## src/rtl/move_link_if.sv

```systemverilog
// Bundle of the game_fsm, rx and tx facing signals of move_link.
// The slave modport is the link itself; the master drives it.
interface move_link_if;
    logic       send_in;
    logic [7:0] move_in;
    logic       rx_ready_in;
    logic [7:0] rx_byte_in;
    logic       tx_trigger_out;
    logic [7:0] tx_byte_out;
    logic       move_valid_out;
    logic [7:0] move_out;
    logic       link_busy_out;
    logic       link_fail_out;

    modport master (
        output send_in, move_in, rx_ready_in, rx_byte_in,
        input  tx_trigger_out, tx_byte_out, move_valid_out, move_out,
        input  link_busy_out, link_fail_out
    );

    modport slave (
        input  send_in, move_in, rx_ready_in, rx_byte_in,
        output tx_trigger_out, tx_byte_out, move_valid_out, move_out,
        output link_busy_out, link_fail_out
    );
endinterface

```

## src/rtl/move_link.sv

```systemverilog
// Reliable move exchange over a shared UART byte port: sequenced data frames
// with retransmission, acked and de-duplicated inbound frames, byte pacing.
module move_link #(
    parameter int unsigned BYTE_GAP_CYC    = 74_481,
    parameter int unsigned ACK_TIMEOUT_CYC = 6_500_000,
    parameter int unsigned MAX_RETRIES     = 7
) (
    input  logic       clk_in,
    input  logic       rst_n_in,
    move_link_if.slave lnk
);
    localparam int unsigned GAP_W = $clog2(BYTE_GAP_CYC + 1);
    localparam int unsigned TO_W  = $clog2(ACK_TIMEOUT_CYC + 1);
    localparam int unsigned RXT_W = $clog2(2 * BYTE_GAP_CYC + 1);
    localparam int unsigned RET_W = $clog2(MAX_RETRIES + 2);
    localparam logic [6:0]  DATA_PFX = 7'b1010_000;
    localparam logic [6:0]  ACK_PFX  = 7'b1100_000;

    typedef enum logic [1:0] {IDLE, HDR, MOVE, WAIT_ACK} tx_state_e;
    typedef enum logic       {R_IDLE, R_MOVE} rx_state_e;

    tx_state_e        tx_state_q, tx_state_d;
    rx_state_e        rx_state_q, rx_state_d;
    logic             tx_seq_q, tx_seq_d;
    logic             last_rx_seq_q, last_rx_seq_d;
    logic             rx_seq_q, rx_seq_d;
    logic [RET_W-1:0] retry_q, retry_d;
    logic [GAP_W-1:0] gap_q, gap_d;
    logic [TO_W-1:0]  to_q, to_d;
    logic [RXT_W-1:0] rxt_q, rxt_d;
    logic [7:0]       move_lat_q, move_lat_d;
    logic             ack_pend_q, ack_pend_d;
    logic             ack_seq_q, ack_seq_d;
    logic             tx_trig_q, tx_trig_d;
    logic [7:0]       tx_byte_q, tx_byte_d;
    logic [7:0]       move_q, move_d;
    logic             move_valid_q, move_valid_d;
    logic             busy_q, busy_d;
    logic             fail_q, fail_d;

    logic rx_data_hdr_c, ack_match_c, hdr_req_c, ack_pend_c, ack_seq_c;

    assign rx_data_hdr_c = lnk.rx_ready_in && (rx_state_q == R_IDLE)
                           && (lnk.rx_byte_in[7:1] == DATA_PFX);
    assign ack_match_c   = lnk.rx_ready_in && (rx_state_q == R_IDLE)
                           && (lnk.rx_byte_in == {ACK_PFX, tx_seq_q});

    assign lnk.tx_trigger_out = tx_trig_q;
    assign lnk.tx_byte_out    = tx_byte_q;
    assign lnk.move_valid_out = move_valid_q;
    assign lnk.move_out       = move_q;
    assign lnk.link_busy_out  = busy_q;
    assign lnk.link_fail_out  = fail_q;

    always_ff @(posedge clk_in or negedge rst_n_in) begin
        if (!rst_n_in) begin
            tx_state_q    <= IDLE;
            rx_state_q    <= R_IDLE;
            tx_seq_q      <= 1'b0;
            last_rx_seq_q <= 1'b1;
            rx_seq_q      <= 1'b0;
            retry_q       <= '0;
            gap_q         <= '0;
            to_q          <= '0;
            rxt_q         <= '0;
            move_lat_q    <= '0;
            ack_pend_q    <= 1'b0;
            ack_seq_q     <= 1'b0;
            tx_trig_q     <= 1'b0;
            tx_byte_q     <= '0;
            move_q        <= '0;
            move_valid_q  <= 1'b0;
            busy_q        <= 1'b0;
            fail_q        <= 1'b0;
        end else begin
            tx_state_q    <= tx_state_d;
            rx_state_q    <= rx_state_d;
            tx_seq_q      <= tx_seq_d;
            last_rx_seq_q <= last_rx_seq_d;
            rx_seq_q      <= rx_seq_d;
            retry_q       <= retry_d;
            gap_q         <= gap_d;
            to_q          <= to_d;
            rxt_q         <= rxt_d;
            move_lat_q    <= move_lat_d;
            ack_pend_q    <= ack_pend_d;
            ack_seq_q     <= ack_seq_d;
            tx_trig_q     <= tx_trig_d;
            tx_byte_q     <= tx_byte_d;
            move_q        <= move_d;
            move_valid_q  <= move_valid_d;
            busy_q        <= busy_d;
            fail_q        <= fail_d;
        end
    end

    always_comb begin
        tx_state_d    = tx_state_q;
        rx_state_d    = rx_state_q;
        tx_seq_d      = tx_seq_q;
        last_rx_seq_d = last_rx_seq_q;
        rx_seq_d      = rx_seq_q;
        retry_d       = retry_q;
        gap_d         = gap_q;
        to_d          = to_q;
        rxt_d         = rxt_q;
        move_lat_d    = move_lat_q;
        ack_pend_c    = ack_pend_q;
        ack_seq_c     = ack_seq_q;
        tx_trig_d     = 1'b0;
        tx_byte_d     = tx_byte_q;
        move_d        = move_q;
        move_valid_d  = 1'b0;
        busy_d        = busy_q;
        fail_d        = fail_q;
        hdr_req_c     = 1'b0;

        if (gap_q != '0) gap_d = gap_q - GAP_W'(1);

        // Inbound parser; a completed frame is always acked, delivered only if new
        unique case (rx_state_q)
            R_IDLE: begin
                if (rx_data_hdr_c) begin
                    rx_seq_d   = lnk.rx_byte_in[0];
                    rxt_d      = RXT_W'(2 * BYTE_GAP_CYC);
                    rx_state_d = R_MOVE;
                end
            end
            R_MOVE: begin
                if (lnk.rx_ready_in) begin
                    ack_pend_c = 1'b1;
                    ack_seq_c  = rx_seq_q;
                    rx_state_d = R_IDLE;
                    if (rx_seq_q != last_rx_seq_q) begin
                        move_d        = lnk.rx_byte_in;
                        move_valid_d  = 1'b1;
                        last_rx_seq_d = rx_seq_q;
                    end
                end else if (rxt_q == '0) begin
                    rx_state_d = R_IDLE;
                end else begin
                    rxt_d = rxt_q - RXT_W'(1);
                end
            end
            default: rx_state_d = R_IDLE;
        endcase
        ack_pend_d = ack_pend_c;
        ack_seq_d  = ack_seq_c;

        unique case (tx_state_q)
            IDLE: begin
                if (lnk.send_in) begin
                    move_lat_d = lnk.move_in;
                    retry_d    = '0;
                    fail_d     = 1'b0;
                    busy_d     = 1'b1;
                    hdr_req_c  = 1'b1;
                end
            end
            HDR: hdr_req_c = 1'b1;
            MOVE: begin
                if (gap_q == '0) begin
                    tx_trig_d  = 1'b1;
                    tx_byte_d  = move_lat_q;
                    gap_d      = GAP_W'(BYTE_GAP_CYC - 1);
                    to_d       = TO_W'(ACK_TIMEOUT_CYC);
                    tx_state_d = WAIT_ACK;
                end
            end
            WAIT_ACK: begin
                if (ack_match_c) begin
                    tx_seq_d   = ~tx_seq_q;
                    busy_d     = 1'b0;
                    tx_state_d = IDLE;
                end else if (to_q != '0) begin
                    to_d = to_q - TO_W'(1);
                end else if (retry_q < RET_W'(MAX_RETRIES)) begin
                    retry_d   = retry_q + RET_W'(1);
                    hdr_req_c = 1'b1;
                end else begin
                    fail_d     = 1'b1;
                    busy_d     = 1'b0;
                    tx_state_d = IDLE;
                end
            end
            default: tx_state_d = IDLE;
        endcase

        // The trigger is registered, so the gap reload is one short of the spacing
        if (hdr_req_c) begin
            if ((gap_q == '0) && !ack_pend_c) begin
                tx_trig_d  = 1'b1;
                tx_byte_d  = {DATA_PFX, tx_seq_q};
                gap_d      = GAP_W'(BYTE_GAP_CYC - 1);
                tx_state_d = MOVE;
            end else begin
                tx_state_d = HDR;
            end
        end

        // Acks go first but never between a header and its move byte
        if (ack_pend_c && (gap_q == '0) && (tx_state_q != MOVE)) begin
            tx_trig_d  = 1'b1;
            tx_byte_d  = {ACK_PFX, ack_seq_c};
            gap_d      = GAP_W'(BYTE_GAP_CYC - 1);
            ack_pend_d = 1'b0;
        end
    end
endmodule
```

## src/flat_wrapper.sv

```systemverilog
// flat-port wrapper written by rule: the top's interface ports become plain ports
module move_link_flat 
#(
    parameter int unsigned BYTE_GAP_CYC    = 74_481,
    parameter int unsigned ACK_TIMEOUT_CYC = 6_500_000,
    parameter int unsigned MAX_RETRIES     = 7
)
  (clk_in, rst_n_in, lnk_send_in, lnk_move_in, lnk_rx_ready_in, lnk_rx_byte_in, lnk_tx_trigger_out, lnk_tx_byte_out, lnk_move_valid_out, lnk_move_out, lnk_link_busy_out, lnk_link_fail_out);
  move_link_if lnk_i ();
  input  logic clk_in;
  input  logic rst_n_in;
  input wire logic [$bits(lnk_i.send_in)-1:0] lnk_send_in;
  input wire logic [$bits(lnk_i.move_in)-1:0] lnk_move_in;
  input wire logic [$bits(lnk_i.rx_ready_in)-1:0] lnk_rx_ready_in;
  input wire logic [$bits(lnk_i.rx_byte_in)-1:0] lnk_rx_byte_in;
  output wire logic [$bits(lnk_i.tx_trigger_out)-1:0] lnk_tx_trigger_out;
  output wire logic [$bits(lnk_i.tx_byte_out)-1:0] lnk_tx_byte_out;
  output wire logic [$bits(lnk_i.move_valid_out)-1:0] lnk_move_valid_out;
  output wire logic [$bits(lnk_i.move_out)-1:0] lnk_move_out;
  output wire logic [$bits(lnk_i.link_busy_out)-1:0] lnk_link_busy_out;
  output wire logic [$bits(lnk_i.link_fail_out)-1:0] lnk_link_fail_out;
  assign lnk_i.send_in = lnk_send_in;
  assign lnk_i.move_in = lnk_move_in;
  assign lnk_i.rx_ready_in = lnk_rx_ready_in;
  assign lnk_i.rx_byte_in = lnk_rx_byte_in;
  assign lnk_tx_trigger_out = lnk_i.tx_trigger_out;
  assign lnk_tx_byte_out = lnk_i.tx_byte_out;
  assign lnk_move_valid_out = lnk_i.move_valid_out;
  assign lnk_move_out = lnk_i.move_out;
  assign lnk_link_busy_out = lnk_i.link_busy_out;
  assign lnk_link_fail_out = lnk_i.link_fail_out;
  move_link #(.BYTE_GAP_CYC(BYTE_GAP_CYC), .ACK_TIMEOUT_CYC(ACK_TIMEOUT_CYC), .MAX_RETRIES(MAX_RETRIES)) u_core (.clk_in(clk_in), .rst_n_in(rst_n_in), .lnk(lnk_i));
endmodule
```

## config.mk

```make
export PLATFORM = sky130hd
export DESIGN_NAME = move_link_flat
export DESIGN_NICKNAME = d
export VERILOG_FILES = /design/src/rtl/move_link_if.sv /design/src/rtl/move_link.sv /design/src/flat_wrapper.sv
export SDC_FILE = /design/constraint.sdc
export NUM_CORES = 1
export LEC_CHECK = 0
export ABC_AREA = 1
export BUFFER_PORTS_ARGS = -buffer_cell sky130_fd_sc_hd__buf_4
export CORE_ASPECT_RATIO = 0.75
export CORE_UTILIZATION = 45
export CTS_CLUSTER_DIAMETER = 50
export DETAILED_ROUTE_END_ITERATION = 8
export PLACE_DENSITY_LB_ADDON = 0.25
export SYNTH_ARGS = -nofsm -noshare
export SYNTH_HDL_FRONTEND = slang
export SYNTH_SLANG_ARGS = --single-unit
export TNS_END_PERCENT = 5
```

## constraint.sdc

```tcl
create_clock -name clk_in -period 4.18 [get_ports clk_in]
set_clock_uncertainty 0.15 [all_clocks]
set_input_delay 0 -clock clk_in [delete_from_list [all_inputs] [get_ports clk_in]]
set_output_delay 0 -clock clk_in [all_outputs]
set_load 0.05 [all_outputs]
```

==> out/qor.txt, run 1 <==
Number of top-level pins = 40
Die W = 129 um
CP required = 4.29 ns
Final setup fails = 0
DRT Wirelength = 12,900 um
Post-Syn Area = 5460 um^2
Initial DRC Count = 331
Final worst slack = 1.58 ns
Share of layout cells above drive strength 1 = 0.100
Total of max-cap violations = 0
Final hold slack = 0.178 ns
Vias in the first global route = 4,703
Post-DRT Antenna Nets = 0
Post-synthesis sequential area ratio = 0.449
Synth warnings = 0
H-tree depth = 3
Area grow syn2layout = 17.8%
Vias per inst = 5.13
Post-synth EDFFs = 0
Count of different cell masters after synthesis = 40
Power Density = 318 nW/um^2
Fill cell count = 1,083
Largest net degree at the start of global routing = 70
Worst-Skew Late Latency = 0.34 ns
Design area = 6430 um^2
Max Slew Vio Count = 0
Unrepaired setup endpoints after global routing = false
Total grt overflow = 0
Ys flop type = dfrtp_1
Drt wl/cell = 13.6 um
Hpwl dp = 9320 um
Nets@finish = 815
Dpl cell area = 5890 um^2
Leak pwr = 3.26 nW
CP peak stage delay = 0.49 ns
Multi-input gate area = 2660 um^2
Stages on worst setup path = 8
Cell Chain, Critical Path = ha_1 > inv_1 > o21ai_2 > and2_4 > nand2_4 > inv_6 > nand2_1 > o21ai_1
Critical path endpoint category = register
Post-Syn Nets = 754
Maximum clock rate = 385 MHz
All-Layer GR Usage = 0.217
Postcts setup bufs = 0
Fin crit share = 0.622
CTS tree = built
Gate family responsible for the most delay along the worst path = buffers and inverters
Starting density of the core = 0.467
Final setup TNS = 0 ns
Crit path buf inv count = 2
Post-synthesis cell count = 723
Worst path slowest cell = ha_1
Syn Area/Cell = 7.55 um^2
Worst R2R Path Depth = 8
Dpl ws = 1.60 ns
Core Rows = 34
First-pass DRT Iterations = 5
Critical Path AT = 2.71 ns
Worst vdd ir = 0.240 mV
First-pass GRT wire length = 21,700 um
Gpl congestion = 0.909
CTS Root Buffer Type = clkbuf_16
Final hold vios = 0
Post-synth ARST share = 1.00
Worst Hold Class = in2async
Crit Path Category = reg2reg
Routed vias = 4,883
Reg clk slew, reported paths = 0.07 ns
Core area = 11,700 um^2
Final total power = 2.05 mW
TritonCTS Sinks = 98
Status = finished, final reports clean
Die area = 12,600 um^2
PortBufs = 39
# diodes = 0
Register area = 2450 um^2
Period minus WS final = 2.60 ns
Bufs on Longest Clock Path = 2
Remaining routing DRC violations = 0
PostCTS Resize Cnt = 0
Initial antenna violation count = 0
Max FO, Critical Path = 28
Num CTS Buffers = 9
Actual slew at the worst max-slew pin = 1.00 ns
Die H = 97.4 um
Slew margin rel. = 0.329
Setup crit start kind = register
Register bit total from synthesis = 98
==> repair_timing <==
item,in CTS,in global routing
hold buffers,22,0
endpoints found under the hold margin,90,0
setup endpoints to repair,0,0
==> sequential cells by signal (all words and copies together) (netlist names), 2 cells and up <==
| register | count |
|---|---|
| u_core.to_q | 23 |
| u_core.rxt_q | 18 |
| u_core.gap_q | 17 |
| u_core.lnk.move_out | 8 |
| u_core.lnk.tx_byte_out | 8 |
| u_core.move_lat_q | 8 |
| u_core.retry_q | 4 |
| u_core.tx_state_q | 2 |
==> kinds of logic after synthesis <==
family	count (synthesis)	synth area share
AO/OA/AOI/OAI	66	0.0651
XOR/XNOR	34	0.0545
adder cells (fa/ha/maj)	11	0.0252
buffers and inverters	85	0.0644
flip-flops	98	0.449
multiplexers	2	0.00389
AND/OR/NAND/NOR	427	0.338
==> through the flow <==
| step | instances | util |
|---|---|---|
| 5_1_grt | 951 | 0.550 |
| 2_1_floorplan | 723 | - |
| 3_5_place_dp | 913 | 0.504 |
| 6_report | 951 | 0.550 |
| 4_1_cts | 951 | 0.550 |
| 3_3_place_gp | 913 | 0.504 |
==> where the power goes <==
part	switching, mW	leakage (nW)	internal (mW)
registers	0.0178	1.24	0.971
logic	0.104	1.86	0.0651
clock network	0.349	0.149	0.541
total	0.471	3.26	1.58
==> Yosys cell counts, types with 3 or more instances <==
master | n | area share
a21oi_1 | 11 | 0.010
clkbuf_1 | 8 | 0.0055
dfrtp_1 | 97 | 0.44
ha_1 | 11 | 0.025
inv_1 | 69 | 0.047
nand2_1 | 197 | 0.14
nand3_1 | 56 | 0.051
nand3b_1 | 4 | 0.0055
nand4_1 | 10 | 0.011
nor2_1 | 119 | 0.082
nor2_2 | 5 | 0.0057
nor3_1 | 12 | 0.011
nor4_1 | 9 | 0.010
o21a_1 | 3 | 0.0041
o21ai_0 | 24 | 0.022
o21ai_1 | 19 | 0.017
o22ai_1 | 4 | 0.0046
or2_2 | 6 | 0.0069
xnor2_1 | 11 | 0.018
xor2_1 | 23 | 0.037
==> worst paths after layout <==
kind	end	slack (ns)	start
max	u_core.to_q[5]	1.58	u_core.tx_state_q[0]
max in group asynchronous	u_core.last_rx_seq_q	2.74	rst_n_in
min in group clk_in	u_core.move_lat_q[5]	0.25	lnk_move_in[5]
max reg2reg	u_core.to_q[5]	1.58	u_core.tx_state_q[0]
min	u_core.retry_q[2]	0.18	rst_n_in
min reg2reg	u_core.last_rx_seq_q	0.33	u_core.last_rx_seq_q
==> per-layer routing <==
metal  vias to the layer above  global-route usage  share of wire
met3                        20              0.0534          0.053
met2                       130               0.326           0.44
met5                         -                   0              0
met4                         0              0.0670          0.017
li1                       2428                   -              -
met1                      2305               0.306           0.49
==> layout by cell type (no fill, tap or decap), types with 10 or more instances in the layout <==
cell           count
ha_1              11
xor2_1            23
nand4_1           10
inv_1             69
nand3_1           56
buf_4             40
nor2_1           119
nor3_1            12
o21ai_0           24
xnor2_1           11
a21oi_1           11
o21ai_1           19
dlygate4sd3_1     22
nand2_1          197
dfrtp_1           97
==> area by class of cell <==
| type | count | share of cell area |
|---|---|---|
| inverter | 73 | 0.0434 |
| clock buffer | 12 | 0.0383 |
| timing repair buffer | 62 | 0.0809 |
| tap | 162 | 0.0315 |
| multi-input combinational | 540 | 0.413 |
| sequential | 98 | 0.381 |
| clock inverter | 4 | 0.0117 |
(Power assumes the default switching activity.)
==> run 2: changes to the inputs <==
ABC_AREA = 0   (was 1)
clock period = 2.43 ns   (was 4.18 ns; I/O delays follow)
==> run 2 against run 1 <==
  * The run now ends with setup timing left
  * Sequential power up 84%
  * Combinational power rose to 3.2 times the previous value
  * Utilization up 9.8 points
  * Area after synthesis down 11%
  * Via count down 16%
  * Register-to-register slack worse by 2.0 ns
  * Fmax down 8.0%
  * First-iteration DRC count down 19%
  * Die area down 11%
  * Total power up 91%
  * Setup slack worse by 2.0 ns
  * Cell area up 4.5%
==> out/qor.txt, run 2 <==
Status = complete, but fails checks (was finished, final reports clean)
Failing checks = setup timing
All-Layer GR Usage = 0.225 (was 0.217)
# diodes = 0 (unchanged)
Top cells by area, synth = dfrtp_1 (50%), xnor2_1 (5.1%), mux2_2 (4.2%) (was dfrtp_1 (44%), nand2_1 (14%), nor2_1 (8.2%))
Most frequent cells in the layout = buf_4 (134), dfrtp_1 (97), nor2_1 (52) (was nand2_1 (197), nor2_1 (119), dfrtp_1 (97))
Worst path slowest cell = or4_4 (was ha_1)
Count leader, synth = dfrtp_1 (was nand2_1)
Reg clk slew, reported paths = 0.07 ns (about the same)
Final setup TNS = -12.18 ns (was 0 ns)
H-tree depth = 3 (unchanged)
Actual slew at the worst max-slew pin = 0.641 ns (was 1.00 ns)
Hpwl dp = 8060 um (was 9320 um)
First-pass DRT Iterations = 4 (was 5)
Num CTS Buffers = 9 (unchanged)
Setup crit start kind = register (unchanged)
CP peak stage delay = 0.50 ns (was 0.49 ns)
Synth warnings = 0 (unchanged)
Post-DRT Antenna Nets = 0 (unchanged)
Final hold slack = 0.0196 ns (was 0.178 ns)
Largest net degree at the start of global routing = 59 (was 70)
Sw Share = 0.246 (was 0.230)
Ys flop type = dfrtp_1 (unchanged)
Commonest cells in the synthesized netlist = dfrtp_1 (97), nor2_1 (52), nand2_1 (41) (was nand2_1 (197), nor2_1 (119), dfrtp_1 (97))
Initial DRC Count = 269 (was 331)
Routed vias = 4,081 (was 4,883)
P_int = 2.95 mW (was 1.58 mW)
PortBufs = 39 (unchanged)
CP required = 2.51 ns (was 4.29 ns)
Worst vdd ir = 0.337 mV (was 0.240 mV)
Die area = 11,200 um^2 (was 12,600 um^2)
Top flop regs = u_core.to_q: 23 flops, u_core.rxt_q: 18 flops, u_core.gap_q: 17 flops (unchanged)
Initial antenna violation count = 0 (unchanged)
Worst-Skew Late Latency = 0.34 ns (about the same)
Die W = 122 um (was 129 um)
Share of layout cells above drive strength 1 = 0.328 (was 0.100)
Final setup fails = 48 (was 0)
Drt wl/cell = 15.0 um (was 13.6 um)
DRT Wirelength = 11,600 um (was 12,900 um)
NetSw = 0.964 mW (was 0.471 mW)
Vias in the first global route = 4,169 (was 4,703)
Max FFs per register = 23 (unchanged)
CTS tree = built (unchanged)
Max Slew Vio Count = 0 (unchanged)
Power Density = 583 nW/um^2 (was 318 nW/um^2)
Slew margin rel. = 0.562 (was 0.329)
Synth top area share = 0.500 (was 0.444)
Maximum clock rate = 354 MHz (was 385 MHz)
Die H = 92.0 um (was 97.4 um)
Post-synth ARST share = 1.00 (unchanged)
Area grow syn2layout = 38.4% (was 17.8%)
TritonCTS Sinks = 98 (unchanged)
Post-Syn Area = 4860 um^2 (was 5460 um^2)
Register bit total from synthesis = 98 (unchanged)
Final total power = 3.92 mW (was 2.05 mW)
Nets@finish = 660 (was 815)
Core area = 10,400 um^2 (was 11,700 um^2)
Final worst slack = -0.395 ns (was 1.58 ns)
Dpl ws = -0.528 ns (was 1.60 ns)
Core Rows = 32 (was 34)
First-pass GRT wire length = 19,900 um (was 21,700 um)
Critical path endpoint category = register (unchanged)
Count of different cell masters after synthesis = 53 (was 40)
Most used cell along the critical path = or4_4
Crit path buf inv count = 1 (was 2)
Critical Path AT = 2.91 ns (was 2.71 ns)
Fill cell count = 795 (was 1,083)
Post-synth EDFFs = 0 (unchanged)
Crit Path Category = reg2reg (unchanged)
Gate family responsible for the most delay along the worst path = simple AND/OR/NAND/NOR gates (was buffers and inverters)
Final hold vios = 0 (unchanged)
Seq pwr share = 0.466 (was 0.483)
Gpl congestion = 0.796 (was 0.909)
Design area = 6720 um^2 (was 6430 um^2)
Unrepaired setup endpoints after global routing = true (was false)
Leak pwr = 3.06 nW (was 3.26 nW)
Max FO, Critical Path = 5 (was 28)
Logic pwr share = 0.138 (was 0.083)
Post-synthesis cell count = 473 (was 723)
Cell taking the most area after synthesis = dfrtp_1 (unchanged)
Worst Hold Class = in2async (unchanged)
Cell Chain, Critical Path = inv_2 > ha_4 > or4b_4 > or4_4 > or4_4 > a21oi_4 > mux2_4 (was ha_1 > inv_1 > o21ai_2 > and2_4 > nand2_4 > inv_6 > nand2_1 > o21ai_1)
Total grt overflow = 0 (unchanged)
Vias per inst = 5.30 (was 5.13)
Post-Syn Nets = 504 (was 754)
Clock share of power = 0.397 (was 0.435)
Period minus WS final = 2.82 ns (was 2.60 ns)
Dpl cell area = 5980 um^2 (was 5890 um^2)
Remaining routing DRC violations = 0 (unchanged)
Commonest non-fill, non-tap cell in the layout = buf_4 (was nand2_1)
Starting density of the core = 0.468 (was 0.467)
Syn Area/Cell = 10.3 um^2 (was 7.55 um^2)
Total of max-cap violations = 0 (unchanged)
Number of top-level pins = 40 (unchanged)
Most flops, register = u_core.to_q (unchanged)
Post-synthesis sequential area ratio = 0.505 (was 0.449)
CTS Root Buffer Type = clkbuf_16 (unchanged)
Bufs on Longest Clock Path = 2 (unchanged)
Fin crit share = 1.16 (was 0.622)
run 2: cell count changes after synthesis, moves of 17 or more:
cell	before	now
xnor2_1	11	28
o21ai_1	19	2
mux2_2	1	18
nor2_1	119	52
inv_1	69	14
nand3_1	56	7
nand2_1	197	41
run 2: layout make-up:
| class | count | area (um^2) | share of cell area |
|---|---|---|---|
| Clock buffer | 10 | 239 | 0.0356 |
| Clock inverter | 6 | 88.8 | 0.0132 |
| Inverter | 14 | 52.6 | 0.00782 |
| Multi-Input combinational cell | 347 | 2450 | 0.365 |
| Sequential cell | 98 | 2450 | 0.365 |
| Tap cell | 136 | 170 | 0.0253 |
| Timing Repair Buffer | 159 | 1270 | 0.188 |
run 2: worst paths after layout:
kind	from	endpoint	cells after the start	slack, ns
worst max-delay path	u_core.to_q[0]	u_core.retry_q[0]	7	-0.39
worst min-delay path	rst_n_in	u_core.move_lat_q[4]	2	0.02
worst max register to register	u_core.to_q[0]	u_core.retry_q[0]	7	-0.39
worst min register to register	u_core.ack_seq_q	u_core.ack_seq_q	1	0.33
max in group asynchronous	rst_n_in	u_core.last_rx_seq_q	3	1.40
min in group clk_in	lnk_move_in[7]	u_core.move_lat_q[7]	3	0.28
run 2: layer usage:
layer  routed length, um  track usage  vias up  share of wire
li1                    -            -     2001              -
met1                5680        0.313     1996           0.49
met2                5380        0.356       71           0.46
met3                 407       0.0522       13          0.035
met4                 116       0.0494        0          0.010
met5                   0            0        -              0
run 2: metrics by stage:
stage / util / std cells
after floorplan: - / 473
after global placement: 0.577 / 727
after detailed placement: 0.577 / 727
after CTS: 0.641 / 767
after global routing: 0.648 / 770
final: 0.648 / 770
run 2: logic make-up (layout without fill, tap and decap cells):
group	Yosys count	after routing	share of synthesized area
XOR/XNOR	45	45	0.0812
AO/OA/AOI/OAI	74	74	0.103
adder cells (fa/ha/maj)	11	11	0.0283
multiplexers	23	23	0.0520
AND/OR/NAND/NOR	194	194	0.209
flip-flops	98	98	0.505
buffers and inverters	28	189	0.0219
run 2: timing repair:
action | CTS | global route
endpoints found under the setup margin | 66 | 66
gates resized for setup | 25 | 14
hold buffers | 19 | 0
setup buffers | 5 | 4
pin swaps | 5 | 6
endpoints found under the hold margin | 120 | 0
run 2: power by group through the flow:
stage | clock [mW] | combinational (mW) | sequential (mW)
after global placement | 0 | 0.470 | 1.84
after detailed placement | 0 | 0.489 | 1.85
after global routing | 1.65 | 0.600 | 1.83
final | 1.55 | 0.540 | 1.82
after floorplan | 0 | 0.232 | 1.86
after CTS | 1.59 | 0.540 | 1.82
